<file path="config.mk">
export PLATFORM = sky130hd
export DESIGN_NAME = alu_dispatch_flat
export DESIGN_NICKNAME = d
export VERILOG_FILES = /design/src/rtl/alu_dispatch_if.sv /design/src/rtl/alu_dispatch.sv /design/src/flat_wrapper.sv
export SDC_FILE = /design/constraint.sdc
export NUM_CORES = 1
export LEC_CHECK = 0
export CAP_MARGIN = 20
export CORE_AREA = 2 2 132 134
export DETAILED_ROUTE_END_ITERATION = 10
export DIE_AREA = 0 0 134 136
export PLACE_DENSITY = 0.72
export SLEW_MARGIN = 5
export SYNTH_ARGS = -nofsm -noshare
export SYNTH_HDL_FRONTEND = slang
export SYNTH_SLANG_ARGS = --single-unit
</file>
<file path="constraint.sdc">
create_clock -name soc_clk -period 1.71 [get_ports soc_clk]
set_clock_uncertainty 0.05 [all_clocks]
set_input_delay 0.171 -clock soc_clk [delete_from_list [all_inputs] [get_ports soc_clk]]
set_output_delay 0.171 -clock soc_clk [all_outputs]
set_load 0.05 [all_outputs]
</file>
<file path="src/rtl/alu_dispatch_if.sv">
// rtl/alu_dispatch_if.sv - CU/ALU-facing signal bundle of the ALU issue stage
interface alu_dispatch_if;
  logic        instr_valid;
  logic        instr_ready;
  logic [31:0] instr;
  logic [31:0] rs1_dat;
  logic [31:0] rs2_dat;
  logic [31:0] imm;

  logic [31:0] alu_dat1;
  logic [31:0] alu_dat2;
  logic [2:0]  alu_opcode;
  logic        alu_diff;
  logic        alu_optype;
  logic        alu_dat_ready;
  logic [31:0] alu_out;
  logic [4:0]  alu_flags;

  logic        res_valid;
  logic        res_ready;
  logic [31:0] res_dat;
  logic [4:0]  res_flags;
  logic        res_illegal;

  // Dispatcher side
  modport slave (
    input  instr_valid, instr, rs1_dat, rs2_dat, imm,
    input  alu_out, alu_flags, res_ready,
    output instr_ready, alu_dat1, alu_dat2, alu_opcode, alu_diff, alu_optype,
    output alu_dat_ready, res_valid, res_dat, res_flags, res_illegal
  );

  // CU + ALU side
  modport master (
    output instr_valid, instr, rs1_dat, rs2_dat, imm,
    output alu_out, alu_flags, res_ready,
    input  instr_ready, alu_dat1, alu_dat2, alu_opcode, alu_diff, alu_optype,
    input  alu_dat_ready, res_valid, res_dat, res_flags, res_illegal
  );
endinterface

</file>
<file path="src/rtl/alu_dispatch.sv">
// rtl/alu_dispatch.sv - ALU issue stage: decode, hold operands for ALU_LATENCY, capture result
// Optional perf counters built when ALU_DISPATCH_PERF_EN is defined.
module alu_dispatch #(
  parameter int ALU_LATENCY = 2,
  parameter int CNT_W       = 4
) (
  input  logic         soc_clk,
  input  logic         reset_b,
  alu_dispatch_if.slave dif,
  output logic [31:0]  perf_issued,
  output logic [31:0]  perf_stall
);

  localparam logic [1:0] ST_IDLE = 2'd0;
  localparam logic [1:0] ST_BUSY = 2'd1;
  localparam logic [1:0] ST_DONE = 2'd2;

  localparam logic [6:0] OPC_R = 7'b0110011;
  localparam logic [6:0] OPC_I = 7'b0010011;
  localparam logic [6:0] OPC_B = 7'b1100011;

  localparam logic [CNT_W-1:0] CNT_LAST = CNT_W'(ALU_LATENCY - 1);

  logic [1:0]       state_q, state_d;
  logic [CNT_W-1:0] cnt_q, cnt_d;
  logic [31:0]      dat1_q, dat1_d;
  logic [31:0]      dat2_q, dat2_d;
  logic [2:0]       opc_q, opc_d;
  logic             diff_q, diff_d;
  logic             optype_q, optype_d;
  logic [31:0]      res_dat_q, res_dat_d;
  logic [4:0]       res_flags_q, res_flags_d;
  logic             res_illegal_q, res_illegal_d;

  logic [6:0]  dec_opc;
  logic [2:0]  dec_funct3;
  logic        dec_b30;
  logic        dec_legal;
  logic [31:0] dec_dat2;
  logic        dec_optype;
  logic        dec_diff;
  logic        accept;
  logic        unused_instr_bits;

  assign dec_opc    = dif.instr[6:0];
  assign dec_funct3 = dif.instr[14:12];
  assign dec_b30    = dif.instr[30];
  assign unused_instr_bits = ^{dif.instr[31], dif.instr[29:15], dif.instr[11:7]};

  // instr[30] selects SUB/SRA for R-type, but only SRAI for I-type (ADDI's imm may set it)
  always_comb begin
    dec_legal  = 1'b1;
    dec_dat2   = dif.rs2_dat;
    dec_optype = 1'b1;
    dec_diff   = 1'b0;
    case (dec_opc)
      OPC_R: dec_diff = dec_b30 & ((dec_funct3 == 3'b000) | (dec_funct3 == 3'b101));
      OPC_I: begin
        dec_dat2 = dif.imm;
        dec_diff = dec_b30 & (dec_funct3 == 3'b101);
      end
      OPC_B: dec_optype = 1'b0;
      default: dec_legal = 1'b0;
    endcase
  end

  assign dif.instr_ready = (state_q == ST_IDLE) | ((state_q == ST_DONE) & dif.res_ready);
  assign accept          = dif.instr_valid & dif.instr_ready;

  always_comb begin
    state_d       = state_q;
    cnt_d         = cnt_q;
    dat1_d        = dat1_q;
    dat2_d        = dat2_q;
    opc_d         = opc_q;
    diff_d        = diff_q;
    optype_d      = optype_q;
    res_dat_d     = res_dat_q;
    res_flags_d   = res_flags_q;
    res_illegal_d = res_illegal_q;
    case (state_q)
      ST_IDLE, ST_DONE: begin
        if (accept) begin
          if (dec_legal) begin
            dat1_d   = dif.rs1_dat;
            dat2_d   = dec_dat2;
            opc_d    = dec_funct3;
            diff_d   = dec_diff;
            optype_d = dec_optype;
            cnt_d    = '0;
            state_d  = ST_BUSY;
          end else begin
            res_dat_d     = '0;
            res_flags_d   = '0;
            res_illegal_d = 1'b1;
            state_d       = ST_DONE;
          end
        end else if (state_q == ST_DONE && dif.res_ready) begin
          state_d = ST_IDLE;
        end
      end
      ST_BUSY: begin
        if (cnt_q == CNT_LAST) begin
          // Branches only report through the flags; the data word is meaningless
          res_dat_d     = optype_q ? dif.alu_out : 32'd0;
          res_flags_d   = dif.alu_flags;
          res_illegal_d = 1'b0;
          cnt_d         = '0;
          state_d       = ST_DONE;
        end else begin
          cnt_d = cnt_q + CNT_W'(1);
        end
      end
      default: begin
        state_d = ST_IDLE;
        cnt_d   = '0;
      end
    endcase
  end

  always_ff @(posedge soc_clk or negedge reset_b) begin
    if (!reset_b) begin
      state_q       <= ST_IDLE;
      cnt_q         <= '0;
      dat1_q        <= '0;
      dat2_q        <= '0;
      opc_q         <= '0;
      diff_q        <= 1'b0;
      optype_q      <= 1'b0;
      res_dat_q     <= '0;
      res_flags_q   <= '0;
      res_illegal_q <= 1'b0;
    end else begin
      state_q       <= state_d;
      cnt_q         <= cnt_d;
      dat1_q        <= dat1_d;
      dat2_q        <= dat2_d;
      opc_q         <= opc_d;
      diff_q        <= diff_d;
      optype_q      <= optype_d;
      res_dat_q     <= res_dat_d;
      res_flags_q   <= res_flags_d;
      res_illegal_q <= res_illegal_d;
    end
  end

  // dat_ready decodes straight from state so an async reset drops it immediately
  assign dif.alu_dat_ready = (state_q == ST_BUSY);
  assign dif.alu_dat1      = dat1_q;
  assign dif.alu_dat2      = dat2_q;
  assign dif.alu_opcode    = opc_q;
  assign dif.alu_diff      = diff_q;
  assign dif.alu_optype    = optype_q;
  assign dif.res_valid     = (state_q == ST_DONE);
  assign dif.res_dat       = res_dat_q;
  assign dif.res_flags     = res_flags_q;
  assign dif.res_illegal   = res_illegal_q;

`ifdef ALU_DISPATCH_PERF_EN
  logic [31:0] perf_issued_q, perf_issued_d;
  logic [31:0] perf_stall_q, perf_stall_d;

  always_comb begin
    perf_issued_d = perf_issued_q;
    perf_stall_d  = perf_stall_q;
    if (accept && dec_legal) begin
      perf_issued_d = perf_issued_q + 32'd1;
    end
    if (state_q == ST_DONE && !dif.res_ready) begin
      perf_stall_d = perf_stall_q + 32'd1;
    end
  end

  always_ff @(posedge soc_clk or negedge reset_b) begin
    if (!reset_b) begin
      perf_issued_q <= '0;
      perf_stall_q  <= '0;
    end else begin
      perf_issued_q <= perf_issued_d;
      perf_stall_q  <= perf_stall_d;
    end
  end

  assign perf_issued = perf_issued_q;
  assign perf_stall  = perf_stall_q;
`else
  assign perf_issued = 32'd0;
  assign perf_stall  = 32'd0;
`endif

endmodule

</file>
<file path="src/flat_wrapper.sv">
// flat-port wrapper written by rule: the top's interface ports become plain ports
module alu_dispatch_flat 
#(
  parameter int ALU_LATENCY = 2,
  parameter int CNT_W       = 4
)
  (soc_clk, reset_b, perf_issued, perf_stall, dif_instr_valid, dif_instr, dif_rs1_dat, dif_rs2_dat, dif_imm, dif_alu_out, dif_alu_flags, dif_res_ready, dif_instr_ready, dif_alu_dat1, dif_alu_dat2, dif_alu_opcode, dif_alu_diff, dif_alu_optype, dif_alu_dat_ready, dif_res_valid, dif_res_dat, dif_res_flags, dif_res_illegal);
  alu_dispatch_if dif_i ();
  input  logic soc_clk;
  input  logic reset_b;
  output logic [31:0] perf_issued;
  output logic [31:0] perf_stall;
  input wire logic [$bits(dif_i.instr_valid)-1:0] dif_instr_valid;
  input wire logic [$bits(dif_i.instr)-1:0] dif_instr;
  input wire logic [$bits(dif_i.rs1_dat)-1:0] dif_rs1_dat;
  input wire logic [$bits(dif_i.rs2_dat)-1:0] dif_rs2_dat;
  input wire logic [$bits(dif_i.imm)-1:0] dif_imm;
  input wire logic [$bits(dif_i.alu_out)-1:0] dif_alu_out;
  input wire logic [$bits(dif_i.alu_flags)-1:0] dif_alu_flags;
  input wire logic [$bits(dif_i.res_ready)-1:0] dif_res_ready;
  output wire logic [$bits(dif_i.instr_ready)-1:0] dif_instr_ready;
  output wire logic [$bits(dif_i.alu_dat1)-1:0] dif_alu_dat1;
  output wire logic [$bits(dif_i.alu_dat2)-1:0] dif_alu_dat2;
  output wire logic [$bits(dif_i.alu_opcode)-1:0] dif_alu_opcode;
  output wire logic [$bits(dif_i.alu_diff)-1:0] dif_alu_diff;
  output wire logic [$bits(dif_i.alu_optype)-1:0] dif_alu_optype;
  output wire logic [$bits(dif_i.alu_dat_ready)-1:0] dif_alu_dat_ready;
  output wire logic [$bits(dif_i.res_valid)-1:0] dif_res_valid;
  output wire logic [$bits(dif_i.res_dat)-1:0] dif_res_dat;
  output wire logic [$bits(dif_i.res_flags)-1:0] dif_res_flags;
  output wire logic [$bits(dif_i.res_illegal)-1:0] dif_res_illegal;
  assign dif_i.instr_valid = dif_instr_valid;
  assign dif_i.instr = dif_instr;
  assign dif_i.rs1_dat = dif_rs1_dat;
  assign dif_i.rs2_dat = dif_rs2_dat;
  assign dif_i.imm = dif_imm;
  assign dif_i.alu_out = dif_alu_out;
  assign dif_i.alu_flags = dif_alu_flags;
  assign dif_i.res_ready = dif_res_ready;
  assign dif_instr_ready = dif_i.instr_ready;
  assign dif_alu_dat1 = dif_i.alu_dat1;
  assign dif_alu_dat2 = dif_i.alu_dat2;
  assign dif_alu_opcode = dif_i.alu_opcode;
  assign dif_alu_diff = dif_i.alu_diff;
  assign dif_alu_optype = dif_i.alu_optype;
  assign dif_alu_dat_ready = dif_i.alu_dat_ready;
  assign dif_res_valid = dif_i.res_valid;
  assign dif_res_dat = dif_i.res_dat;
  assign dif_res_flags = dif_i.res_flags;
  assign dif_res_illegal = dif_i.res_illegal;
  alu_dispatch #(.ALU_LATENCY(ALU_LATENCY), .CNT_W(CNT_W)) u_core (.soc_clk(soc_clk), .reset_b(reset_b), .dif(dif_i), .perf_issued(perf_issued), .perf_stall(perf_stall));
endmodule
</file>
==> results.yml <==
outcome:
  outcome: "finished, violations left"
  violations: "negative setup slack"
routing:
  first_pass_iters: 4
  drc: 0
  viasPerCell: 4.40
  wl_per_cell_um: 16.3
  drt-total-wl_mm: 15.6
  vias: 4206
  first_iter_violations: 107
  drt.antenna.violating_nets: 0
job:
  drv_cap: 0
floorplanning:
  die_w_um: 134
  start_util: 0.303
  io_pins: 343
  die_y_um: 136
  core_area_um2: 16900
  row_count: 48
  die_area_um2: 18200
power:
  ir_drop_mv: 0.707
  p_leak_nw: 4.53
  powerDensity_nw_per_um2: 1090
  total_power_w: 0.00995
place:
  hpwl_mm: 10.2
  placedCellCount: 901
  io_buffers: 257
  gp_congestion: 0.761
synthesis:
  yosys_warnings: 0
  ys_seq_elements: 113
  async_reset_ff_frac: 1.00
  synthCells: 415
  synth_cell_types: 33
  synth_flop_cell: "dfrtp_1"
  synthDominantCellAreaShare: 0.553
  synth_edf_count: 0
  synth_area_leaders: "dfrtp_1 (55%), buf_4 (9.8%), mux2_2 (7.9%), a22o_1 (6.5%), mux2i_1 (6.3%)"
  syn-mean-instance-area_um2: 12.3
  synth_largest_area_cell: "dfrtp_1"
  netlist_area_um2: 5110
  ys_seq_area_frac: 0.553
clocking:
  cts_made_buffers: 17
  htree_levels: 4
  clk_pin_slew_ns: 0.06
  cts_sinks: 113
  cts_tree: "built"
  root_buffer: "clkbuf_16"
  clk_latency_ns: 0.41
  cts_buffer_depth: 2
finish:
  utilization: 0.540
  seq_area_um2: 2830
  final_common_cell: "clkdlybuf4s50_1"
  layout-drive-gt1-share: 0.372
  fin_cells: 956
  multi_input_area_um2: 2280
  final_cell_mix: "clkdlybuf4s50_1 (146), dfrtp_1 (113), buf_4 (110), conb_1 (64), a22o_1 (38)"
  areaGrowthSynthToFinish_pct: 78.5
  num_antenna_cells: 0
  fill_cells: 1411
  final_nets: 889
timing:
  fin_ws_ns: -0.0690
  setup_tns_ns: -2.02
  period_needed_ns: 1.78
  clock.fmax_mhz: 562
  finalCritPeriodShare: 1.04
  maxSlewViolCount: 0
  fin_hold_ws_ns: 0.0720
  rsz0062_at_grt: "true"
  finalSetupViolations: 49
  finalHoldViolCount: 0
grt:
  grt-busiest-layer: "met2"
  grt_use_total: 0.157
  grt_remaining_overflow: 0
  use_met1: 0.182
  grt_pass1_vias: 4261
  grt_max_degree: 64
  grt_use_met3: 0.0593
  grt_use_met2: 0.274
  grt_first_pass_wirelength_mm: 22.1
  antenna_found_initial: 0
worst_setup_path:
  worstSetupEndpointType: "flop"
  cp.buffers_inverters: 2
  arrival_ns: 2.01
  start_kind: "flop"
  critPathTopFamily: "simple AND/OR/NAND/NOR gates"
  max_stage_delay_ns: 0.39
  crit_required_ns: 1.94
  crit_type: "reg2reg"
  cp_max_fo: 35
  crit_path_top_delay_cell: "dfrtp_1"
  cp_cell_sequence: "inv_2 -> ha_1 -> or3b_4 -> nor2_4 -> a31oi_4 -> buf_12 -> a22o_1"
min_path:
  worstHoldPathType: "in2async"
-- final cells by class --
type | count | share of cell area
Multi-Input combinational cell | 276 | 0.250
Clock buffer | 18 | 0.0482
Inverter | 2 | 0.00110
Timing Repair Buffer | 308 | 0.338
Sequential cell | 113 | 0.310
Clock inverter | 14 | 0.0221
Tap cell | 225 | 0.0309
-- worst paths after layout --
path | start | end | slack, ns | cells after the start
hold / removal | reset_b | u_core.dif.alu_dat1[4] | 0.07 | 2
setup reg to reg | u_core.cnt_q[1] | u_core.dif.res_dat[17] | -0.07 | 7
setup / recovery | u_core.cnt_q[1] | u_core.dif.res_dat[17] | -0.07 | 7
min in group soc_clk | dif_alu_out[8] | u_core.dif.res_dat[8] | 0.32 | 2
max in group asynchronous | reset_b | u_core.dif.res_dat[20] | 1.00 | 3
hold reg to reg | u_core.dif.res_dat[29] | u_core.dif.res_dat[29] | 0.45 | 1
-- repair_timing --
action / in CTS / in global routing
hold buffers: 1 / 0
cloned: 4 / 10
pin swaps: 1 / 3
resized for setup: 49 / 86
buffers inserted: 6 / 6
endpoints found under the setup margin: 123 / 107
endpoints found under the hold margin: 113 / 0
-- power breakdown --
part | switching, W | total, W | internal, W
clock | 0.00132 | 0.00382 | 0.00250
combinational | 0.00186 | 0.00295 | 0.00108
sequential | 0.000213 | 0.00318 | 0.00297
-- metrics by stage --
step                      setup WS, ns  instance area (um2)
after detailed placement        -0.540                 7740
after global routing            -0.130                 9120
after CTS                      -0.0879                 8640
after floorplan                -0.0768                 5430
final                          -0.0690                 9120
after global placement          -0.439                 7740
-- cells by family after synthesis --
family,count (synthesis),share of synthesized area
and+or+nand+nor,58,0.0580
DFF,113,0.553
adders and majority gates,2,0.00490
buffers and inverters,89,0.119
other,1,0.000734
AOI/OAI and AO/OA,84,0.122
muxes,68,0.142
-- cells in the mapped netlist (all sizes together), types with 2 or more instances --
| master | instances |
|---|---|
| ha | 2 |
| dfrtp | 113 |
| inv | 2 |
| nand2 | 5 |
| a21o | 2 |
| buf | 85 |
| mux2i | 32 |
| a22o | 38 |
| nand2b | 6 |
| a21oi | 34 |
| nor3b | 2 |
| o22ai | 4 |
| nor2 | 35 |
| nor2b | 2 |
| clkbuf | 2 |
| mux2 | 36 |
-- metal layers --
metal / up-vias / share of wire
met5: - / 0
met1: 2045 / 0.41
li1: 1949 / -
met3: 14 / 0.072
met2: 198 / 0.51
met4: 0 / 0.013
-- sequential cells by signal, indices dropped and copies added, names as in the netlist, 2 cells and up --
signal and cells:
u_core.dif.alu_dat1 32, u_core.cnt_q 4, u_core.dif.alu_opcode 3, u_core.dif.alu_dat2 32
u_core.dif.res_flags 5, u_core.dif.res_dat 32, u_core.state_q 2
-- worst register-to-register path, cell delays in order (launching register included) --
cell	delay, ns
dfrtp_1	0.39
inv_2	0.06
ha_1	0.12
or3b_4	0.39
nor2_4	0.14
a31oi_4	0.06
buf_12	0.18
a22o_1	0.26
(Power assumes the default switching activity.)
==> RTL change 1: new RTL, same settings <==
Take the reset off `res_dat_q` and load it in a clocked block of its own.
--- a/src/rtl/alu_dispatch.sv
+++ b/src/rtl/alu_dispatch.sv
@@ -129,3 +129,2 @@
       optype_q      <= 1'b0;
-      res_dat_q     <= '0;
       res_flags_q   <= '0;
@@ -140,3 +139,2 @@
       optype_q      <= optype_d;
-      res_dat_q     <= res_dat_d;
       res_flags_q   <= res_flags_d;
@@ -144,2 +142,6 @@
     end
+  end
+
+  always_ff @(posedge soc_clk) begin
+    res_dat_q <= res_dat_d;
   end
Formal check against the unedited RTL: differs if reset_b is asserted again (counterexample within 4 cycles, from zero or initial values and one cycle with reset_b low); with reset_b held inactive, the same outputs for 4 cycles.
==> RTL change 1 against the unedited design <==
- die area stayed put
- total power is 3.5% higher
- synthesized area is 1.3% higher
- final area is 8.4% lower
- sequential cell count stayed put
- routed wire length is 14% lower
- setup slack better by 150 ps
==> RTL change 1: results (changes against the unedited design) <==
Status = finished, final reports clean
Leakage power = 3.90 nW (-14%)
R2R cell count = 4 (-3)
Final setup TNS = 0 ps (+2020 ps)
Pre-CTS setup slack = -315 ps (+225 ps)
Slew headroom = 66.3%
Area after DPL = 7700 um^2 (-0.50%)
Worst path bufs/invs = 4 (+2)
HPWL Detailed = 10,300 um (+0.82%)
Clock Root Buffer = clkbuf_16
Hold Path Class = primary input to async pin
Vias after detailed routing = 3,978 (-5.4%)
Sequential area share after synthesis = 57.7% (+2.4 points)
Most frequent cell after synthesis = dfrtp_1
Layout net count = 859 (-3.4%)
Top post-synthesis cells by area = dfrtp_1 39%, edfxtp_1 19%, buf_4 10%
All-Layer GR Usage = 14.3% (-1.4 points)
Fraction of layout cells with a size suffix above 1 = 25.2% (-12 points)
R2r startpoint = u_core.state_q[0]
Pin count of the biggest net entering global routing = 49 (-23%)
Max FO, Critical Path = 32 (-8.6%)
Top Family by Delay on Critical Path = buffers and inverters
CTS buffer count = 17 (unchanged)
Async set-or-reset flop fraction in the synthesized netlist = 71.7% (-28 points)
RePlAce Congestion = 0.774 (+1.7%)
Worst EP arrival = 1740 ps (-270 ps)
DR iter-0 viols = 116 (+8.4%)
Vias in the first global route = 3,937 (-7.6%)
Delay of the slowest critical-path stage = 510 ps (+120 ps)
Worst vdd ir = 0.668 mV (-5.5%)
Post-synth EDFFs = 32 (+32)
Top cells by count, synth = 81 x dfrtp_1, 71 x buf_4, 36 x nor2_1
Slowest cell on the critical path = clkdlybuf4s50_1
Antenna violations before repair = 0 (unchanged)
First-pass GRT wire length = 20,100 um (-8.9%)
R2r setup slk = 80 ps (+150 ps)
Register clock-pin slew on the reported worst setup and hold paths = 50 ps
Reg-to-Reg End = u_core.dif.alu_dat1[31]
Port Buf Inserts = 257 (unchanged)
Overall routed net length = 13,500 um (-14%)
Cell variety after synth = 36 (+9.1%)
-- RTL change 1: cell count changes in the layout (fill, tap and decap cells not counted), moves of 20 or more --
| cell | change |
|---|---|
| edfxtp_1 | +32 |
| a21oi_2 | -25 |
| a22o_1 | -33 |
| and3_1 | +31 |
| mux2_2 | +35 |
| nor2_1 | +27 |
| mux2_4 | -36 |
| dfrtp_1 | -33 |
| a21oi_1 | +25 |
| buf_4 | -20 |
-- RTL change 1: final cells by class --
type / instances / area, um^2
Sequential cell: 113 / 2990
Clock buffer: 24 / 524
Fill cell: 1495 / 8520
Multi-Input combinational cell: 275 / 1810
Tap cell: 225 / 282
Timing Repair Buffer: 278 / 2620
Inverter: 3 / 15.0
Clock inverter: 8 / 121
-- RTL change 1: logic make-up after synthesis --
kind of cell             after synthesis  share of synthesized area (%)
flip-flops                           113                           57.7
adder cells (fa/ha/maj)                2                          0.483
buffers and inverters                 90                           12.5
AO/OA/AOI/OAI                         51                           5.92
AND/OR/NAND/NOR                       89                           9.06
multiplexers                          69                           14.2
other                                  1                         0.0724
-- RTL change 1: worst reg2reg max path, delay by kind of cell, from the launching register on --
family	cells	cell delay (ps)
simple gates	1	170
mux	1	380
compound gates	1	270
buf+inv	1	200
flops	1	440
-- RTL change 1: power by group --
part           internal (mW)  total, mW  switching, mW
logic                   1.03       3.14           2.11
registers               3.17       3.38          0.214
clock network           2.58       3.77           1.20
total                   6.78       10.3           3.52
-- RTL change 1: worst max path at each step --
stage	start	to	slack (ps)	cells after the start
floorplan	u_core.state_q[0]	u_core.dif.res_dat[0]	-330	6
global placement	dif_instr[4]	u_core.dif.alu_dat2[24]	-250	6
detailed placement	dif_instr[4]	u_core.dif.alu_dat2[28]	-310	6
CTS	u_core.state_q[0]	u_core.dif.alu_dat2[11]	5	6
global route	u_core.state_q[0]	u_core.dif.alu_dat2[25]	-20	6
finish	dif_instr[4]	u_core.dif.res_dat[2]	80	7
-- RTL change 1: what timing repair did --
action	4_1_cts	5_1_grt
pin swaps	0	0
buffers inserted	0	1
gates resized for setup	35	4
hold endpoints to repair	81	0
setup endpoints to repair	32	97
hold buffers	1	0
-- RTL change 1: routing by layer --
layer | GRT usage, % | routed length (um)
met5 | 0 | 0
met2 | 24.7 | 6860
met3 | 5.74 | 1120
met1 | 16.1 | 5290
met4 | 4.96 | 209
-- RTL change 1: stage by stage --
step           hold slack [ps]  std cells
6_report                   122        926
5_1_grt                    146        926
4_1_cts                    114        925
3_5_place_dp             -1.67        892
3_3_place_gp            -0.394        892
2_1_floorplan             -175        478
==> RTL change 2: new RTL, same flow settings <==
Made on the original files. Build with the macro `ALU_DISPATCH_PERF_EN` defined.
--- a/src/rtl/alu_dispatch.sv
+++ b/src/rtl/alu_dispatch.sv
@@ -2,2 +2,4 @@
 // Optional perf counters built when ALU_DISPATCH_PERF_EN is defined.
+`define ALU_DISPATCH_PERF_EN
+
 module alu_dispatch #(
Behaviour: not the same (a bounded check fails within 4 cycles, from zero or initial values and one cycle with reset_b low).
==> RTL change 2 against the unedited design <==
- sequential cell count up 64
- setup slack better by 45 ps
- routed wire length up 52%
- utilization up 22 points
- die area unchanged
- synthesized area up 56%
- clock power up 6.3%
- final area up 40%
- the run still ends with setup timing left
- combinational power up 2%
- maximum frequency up 2.6%
- total power up 20%
==> RTL change 2: results (changes against the unedited design) <==
Max FO, Critical Path = 6 (-83%)
R2r startpoint = u_core.state_q[0]
RePlAce Congestion = 0.798 (+4.9%)
DR vias/cell = 5.01 (+14%)
Layout net count = 1,310 (+47%)
Fraction of layout cells with a size suffix above 1 = 29.7% (-7.6 points)
Pre-CTS setup slack = -421 ps (+119 ps)
R2R cell count = 5 (-2)
Sequential power share = 40.7% (+8.7 points)
Overall routed net length = 23,800 um (+52%)
Final setup TNS = -32.6 ps (+1980 ps)
Worst EP arrival = 2030 ps (+20 ps)
Clock power share = 34.1% (-4.3 points)
Met2 Use GR = 43.5% (+16 points)
Area after DPL = 11,800 um^2 (+52%)
Setup bufs post-CTS = 0 (-6)
First-pass GRT wire length = 36,100 um (+64%)
Met3 Resource Use GR = 6.34% (+0.41 points)
WL/cell = 17.3 um (+5.8%)
Final setup vio count = 2 (-96%)
Clk pwr = 4.06 mW (+6.3%)
Grt met1 use = 31.6% (+13 points)
Antenna violations before repair = 1 (+1)
Pin count of the biggest net entering global routing = 47 (-27%)
M1 WL = 9790 um (+55%)
Post-route worst setup slack = -24.4 ps (+44.6 ps)
Switching Power = 3.88 mW (+14%)
Critical Path End = u_core.perf_issued[25]
Vias in the first global route = 6,744 (+58%)
DR iter-0 viols = 275 (+160%)
Post-synthesis compound-gate area fraction = 4.60% (-7.6 points)
Gate Count Post-Synth = 758 (+83%)
DR WL met3 = 1490 um (+32%)
Top cells by count, synth = 196 x nand2_1, 177 x dfrtp_1, 64 x mux2i_1
Failing checks = setup timing
Leakage power = 6.25 nW (+38%)
Sequential area share after synthesis = 55.6% (+0.25 points)
All-Layer GR Usage = 25.5% (+9.8 points)
Status = finished with violations
Synth Area in Adders = 0.628% (+0.14 points)
Hold slack = 214 ps (+142 ps)
Port Buf Inserts = 321 (+25%)
Metal2 WL = 11,800 um (+49%)
## RTL change 2: cell count changes after synthesis, sizes merged, moves of 26 or more
cell | unedited run | this run
nand2 | 5 | 196
dfrtp | 113 | 177
buf | 85 | 26
mux2 | 36 | 1
xnor2 | 0 | 35
inv | 2 | 36
o21ai | 1 | 35
a21oi | 34 | 1
a22o | 38 | 5
mux2i | 32 | 64
xor2 | 0 | 27
nor2 | 35 | 9
## RTL change 2: final cells by class
type,instances,area [um^2]
Timing Repair Buffer,400,3770
Tap cell,225,282
Inverter,36,135
Multi-Input combinational cell,505,3460
Antenna cell,1,2.50
Clock buffer,18,439
Sequential cell,177,4470
Clock inverter,14,180
Fill cell,1213,4130
## RTL change 2: critical path: stages (launching register included)
cell       delay [ps]
dfrtp_1           420
and2b_2           300
o2111ai_4         200
buf_12            220
nor4_4            290
xor2_1            180
